==> src/rtl/frame_capture_gate.sv <==
// Frame capture gate: turns a free-running vsync/de/RGB stream into one cropped,
// frame-aligned frame per start request for the downstream resizer.
module frame_capture_gate #(
    parameter int SRC_W  = 1280,
    parameter int SRC_H  = 720,
    parameter int CROP_X = 280,
    parameter int CROP_W = 720,
    parameter int CROP_Y = 0,
    parameter int CROP_H = 720
) (
    input  logic        i_clk,
    input  logic        i_rst,
    input  logic        start,
    input  logic        i_vs,
    input  logic        i_de,
    input  logic [23:0] i_data,
    output logic        o_de,
    output logic [23:0] o_data,
    output logic        o_busy,
    output logic        o_done,
    output logic        o_frame_err
);

    localparam int CW = $clog2(SRC_W + 1);
    localparam int RW = $clog2(SRC_H + 1);

    localparam logic [CW-1:0] COL_MAX  = CW'(SRC_W);
    localparam logic [CW-1:0] COL_X    = CW'(CROP_X);
    localparam logic [CW-1:0] COL_N    = CW'(CROP_W);
    localparam logic [RW-1:0] ROW_Y    = RW'(CROP_Y);
    localparam logic [RW-1:0] ROW_N    = RW'(CROP_H);
    localparam logic [RW-1:0] ROW_LAST = RW'(SRC_H - 1);

    typedef enum logic [1:0] {
        S_IDLE,
        S_ARM,
        S_CAPTURE,
        S_DONE
    } state_t;

    state_t        state_q, state_d;
    logic          vs_dly_q, de_dly_q;
    logic [CW-1:0] col_q, col_d;
    logic [RW-1:0] row_q, row_d;
    logic          err_q, err_d;
    logic          ode_q, ode_d;
    logic [23:0]   odata_q, odata_d;
    logic          busy_q, busy_d;
    logic          done_q, done_d;
    logic          ferr_q, ferr_d;

    logic          vs_rise, de_fall, in_window, line_bad;
    logic [CW-1:0] col_off;
    logic [RW-1:0] row_off;

    assign vs_rise  = i_vs & ~vs_dly_q;
    assign de_fall  = ~i_de & de_dly_q;
    assign line_bad = (col_q != COL_MAX);

    // Offsets wrap to values above the window size when below the crop origin,
    // so one unsigned compare per axis covers both window bounds.
    assign col_off   = col_q - COL_X;
    assign row_off   = row_q - ROW_Y;
    assign in_window = (col_off < COL_N) && (row_off < ROW_N);

    always_comb begin
        state_d = state_q;
        col_d   = col_q;
        row_d   = row_q;
        err_d   = err_q;
        ode_d   = 1'b0;
        odata_d = odata_q;
        done_d  = 1'b0;
        ferr_d  = 1'b0;
        case (state_q)
            S_IDLE: begin
                if (start) state_d = S_ARM;
            end
            S_ARM: begin
                if (vs_rise) begin
                    state_d = S_CAPTURE;
                    col_d   = '0;
                    row_d   = '0;
                    err_d   = 1'b0;
                end
            end
            S_CAPTURE: begin
                if (vs_rise) begin
                    err_d   = 1'b1;
                    state_d = S_DONE;
                    done_d  = 1'b1;
                    ferr_d  = 1'b1;
                end else if (i_de) begin
                    if (in_window) begin
                        ode_d   = 1'b1;
                        odata_d = i_data;
                    end
                    if (line_bad) col_d = col_q + CW'(1);
                end else if (de_fall) begin
                    col_d = '0;
                    row_d = row_q + RW'(1);
                    if (line_bad) err_d = 1'b1;
                    if (row_q == ROW_LAST) begin
                        state_d = S_DONE;
                        done_d  = 1'b1;
                        ferr_d  = err_q | line_bad;
                    end
                end
            end
            S_DONE: begin
                state_d = S_IDLE;
            end
            default: begin
                state_d = S_IDLE;
            end
        endcase
        busy_d = (state_d == S_ARM) || (state_d == S_CAPTURE);
    end

    always_ff @(posedge i_clk) begin
        if (i_rst) begin
            state_q  <= S_IDLE;
            vs_dly_q <= 1'b0;
            de_dly_q <= 1'b0;
            col_q    <= '0;
            row_q    <= '0;
            err_q    <= 1'b0;
            ode_q    <= 1'b0;
            odata_q  <= '0;
            busy_q   <= 1'b0;
            done_q   <= 1'b0;
            ferr_q   <= 1'b0;
        end else begin
            state_q  <= state_d;
            vs_dly_q <= i_vs;
            de_dly_q <= i_de;
            col_q    <= col_d;
            row_q    <= row_d;
            err_q    <= err_d;
            ode_q    <= ode_d;
            odata_q  <= odata_d;
            busy_q   <= busy_d;
            done_q   <= done_d;
            ferr_q   <= ferr_d;
        end
    end

    assign o_de        = ode_q;
    assign o_data      = odata_q;
    assign o_busy      = busy_q;
    assign o_done      = done_q;
    assign o_frame_err = ferr_q;

endmodule
==> config.mk <==
export PLATFORM = sky130hd
export DESIGN_NAME = frame_capture_gate
export DESIGN_NICKNAME = d
export VERILOG_FILES = /design/src/rtl/frame_capture_gate.sv
export SDC_FILE = /design/constraint.sdc
export NUM_CORES = 1
export LEC_CHECK = 0
export CAP_MARGIN = 20
export CORE_MARGIN = 2
export CORE_UTILIZATION = 40
export DETAILED_ROUTE_END_ITERATION = 6
export PLACE_DENSITY = 0.66
export RECOVER_POWER = 50
export SYNTH_ARGS = -nofsm -noshare
export SYNTH_HDL_FRONTEND = slang
export SYNTH_SLANG_ARGS = --single-unit
==> constraint.sdc <==
create_clock -name i_clk -period 4.3 [get_ports i_clk]
set_input_delay 0.645 -clock i_clk [delete_from_list [all_inputs] [get_ports i_clk]]
set_output_delay 0.645 -clock i_clk [all_outputs]
set_load 0.005 [all_outputs]
==> impl_metrics.yaml <==
sta:
  tns_ns: 0
  max_slew_margin_pct: -29.4
  hold_ws_ns: 0.472
  period_needed_ns: 2.98
  period_share_pct: 69.3
  finalWorstSetupSlack_ns: 1.32
  finClkSkew_ns: 0.0101
  grt_setup_unrepaired: "false"
  hold_violations: 0
  fmax_mhz: 336
  finalMaxSlewViolations: 63
  finalSetupViolations: 0
  worstMarginPinSlew_ns: 1.94
global_route:
  overflow: 0
  antenna_found_initial: 0
  grt_max_degree: 63
  grt_pass1_vias: 2047
  grt_usage_pct: 15.5
  grt_pass1_wl_um: 9150
drt:
  totalWireLength_um: 5330
  viasPerCell: 4.94
  dr_total_vias: 2058
  ant_nets: 0
  drt_iter0_drc: 65
  dr.pass1.iters: 4
  wl_per_cell_um: 12.8
  drc: 0
cells_and_area:
  synthToLayoutAreaGrowth_pct: 25.7
  n_fill_cell: 603
  insertedDiodeCount: 0
  post-route-util_pct: 51.8
  final_nets: 372
  drive_above_1_share_pct: 5.59
  final_cell_mix: "dfxtp_1 (54), nand2b_1 (51), nor2_1 (34)"
  layout_commonest_cell: "dfxtp_1"
placement:
  place_congestion: 0.781
  port_buffers: 56
  place_hpwl_um: 3820
  place_ws_ns: 1.72
cts:
  hold_buffers: 0
  clock-sinks: 54
  path_clk_slew_ns: 0.09
  clock_latency_ns: 0.31
  h-tree-depth: 2
  cts_buffer_depth: 2
  post_cts_resized: 0
  post_cts_buffers: 0
  cts_tree: "done"
  cts_buffers: 5
  root_buffer: "clkbuf_8"
synthesis:
  avgSynthCellArea_um2: 9.08
  netlist_area_mm2: 0.00262
  syn-num-nets: 321
  ys_types: 44
  async_flop_share_pct: 0
  netlist_top_cells_area: "dfxtp_1 (41%), nand2b_1 (12%), mux2i_1 (9.6%)"
  yosysSeqAreaShare_pct: 41.3
  synth_area_leader_cell: "dfxtp_1"
  netlist_instances: 288
  ys.flop_type: "dfxtp_1"
  netlist.area_leader.share_pct: 41.3
  ys_ff_latch: 54
  synth_warnings: 0
  synth_edf_count: 0
worst_setup_path:
  r2r-start: "col_q[3]"
  critical_path.max_stage_delay_ns: 1.39
  r2r-end: "o_de"
  crit_buf_inv: 2
  crit_start: "i_rst"
  worstPathRequired_ns: 4.50
  crit_path_end: "col_q[9]"
  crit_cells: 4
  rrSetupSlack_ns: 2.02
  cp-end-kind: "register"
  path_max_fanout: 62
  cp_cell_sequence: "dlygate4sd3_1, clkbuf_1, nand2b_1, o21ba_1"
  rr_worst_depth: 8
  cp_slowest_cell: "clkbuf_1"
  cpLargestDelayFamily: "buffers and inverters"
  criticalPathCategory: "in -> reg"
  crit_arrival_ns: 3.18
  start_kind: "input port"
floorplanning:
  rows: 29
  core_area_mm2: 0.00635
  ios: 57
  dieArea_mm2: 0.00720
  die_y_um: 84.9
  die_w_um: 84.9
  initial_utilization_pct: 41.2
pwr:
  power_uw: 871
  leakagePower_nw: 1.21
  ir_worst_vdd_uv: 164
  p_per_area_mw_per_mm2: 265
status:
  status: "complete, but fails checks"
  failed_checks: "capacitance limit, slew limit"
min_path:
  hp-class: "reg -> reg"
run:
  maxCapViolations: 1
[report_power, final]
group	internal, mW	switching (mW)
Clock	0.130	0.164
Sequential	0.504	0.00233
Combinational	0.0418	0.0291
Total	0.675	0.196
[worst register-to-register path, cell delays in order, from the launching register on]
cell and delay (ns):
dfxtp_1 0.43, ha_1 0.32, mux2i_1 0.11, o2111ai_1 0.23, nand2_1 0.10, nor4_2 0.37
nor3_4 0.07, buf_4 0.27, nor2b_1 0.20
[cell families after synthesis]
logic type | count (synthesis) | share of synthesized area (%)
AO/OA/AOI/OAI | 28 | 7.23
XOR/XNOR | 16 | 5.36
adder cells (fa/ha/maj) | 4 | 1.91
buffers and inverters | 18 | 4.07
flip-flops | 54 | 41.3
multiplexers | 25 | 9.57
AND/OR/NAND/NOR | 143 | 30.5
[layout make-up]
type	count	area [um^2]	area share, %
multi-input cells	216	1430	43.4
flip-flops and latches	54	1080	32.9
repair buffers	58	572	17.4
well taps	77	96.3	2.93
clock buffers	6	82.6	2.51
inverters	4	15.0	0.457
clock inverters	2	12.5	0.381
[worst min-delay path by stage]
stage	from	end	slack, ns	depth (start not counted)
finish	o_data[3]	o_data[3]	0.47	2
floorplan	err_q	err_q	0.44	2
detailed placement	o_data[18]	o_data[18]	0.46	2
global route	o_data[1]	o_data[1]	0.50	2
CTS	o_data[18]	o_data[18]	0.48	2
global placement	o_data[22]	o_data[22]	0.46	2
[synthesized netlist by cell type, types with 6 or more instances]
library cell  count
nand3_1           9
nor2b_1           6
dfxtp_1          54
nor2_1           34
clkbuf_1          9
a21oi_1          10
nor3_1            7
xor2_1            9
nand4_1           7
mux2i_1          25
nand2b_1         51
nand2_1          12
xnor2_1           7
[routing by layer]
metal | global-route usage, % | share of wire [%]
met5 | 0 | 0
met3 | 3.70 | 4.4
met4 | 5.05 | 1.5
met2 | 26.1 | 47
met1 | 19.6 | 47
[registers in the layout, indices dropped and copies added (netlist names)]
register,cells
col_q,11
de_dly_q,1
err_q,1
o_busy,1
o_data,24
o_de,1
o_done,1
o_frame_err,1
row_q,10
state_q,2
vs_dly_q,1
[metrics by stage]
step,area (um^2),std cells
2_1_floorplan,2620,288
3_3_place_gp,3200,409
3_5_place_dp,3200,409
4_1_cts,3290,417
5_1_grt,3290,417
6_report,3290,417
Power figures use the tool's default switching activity.
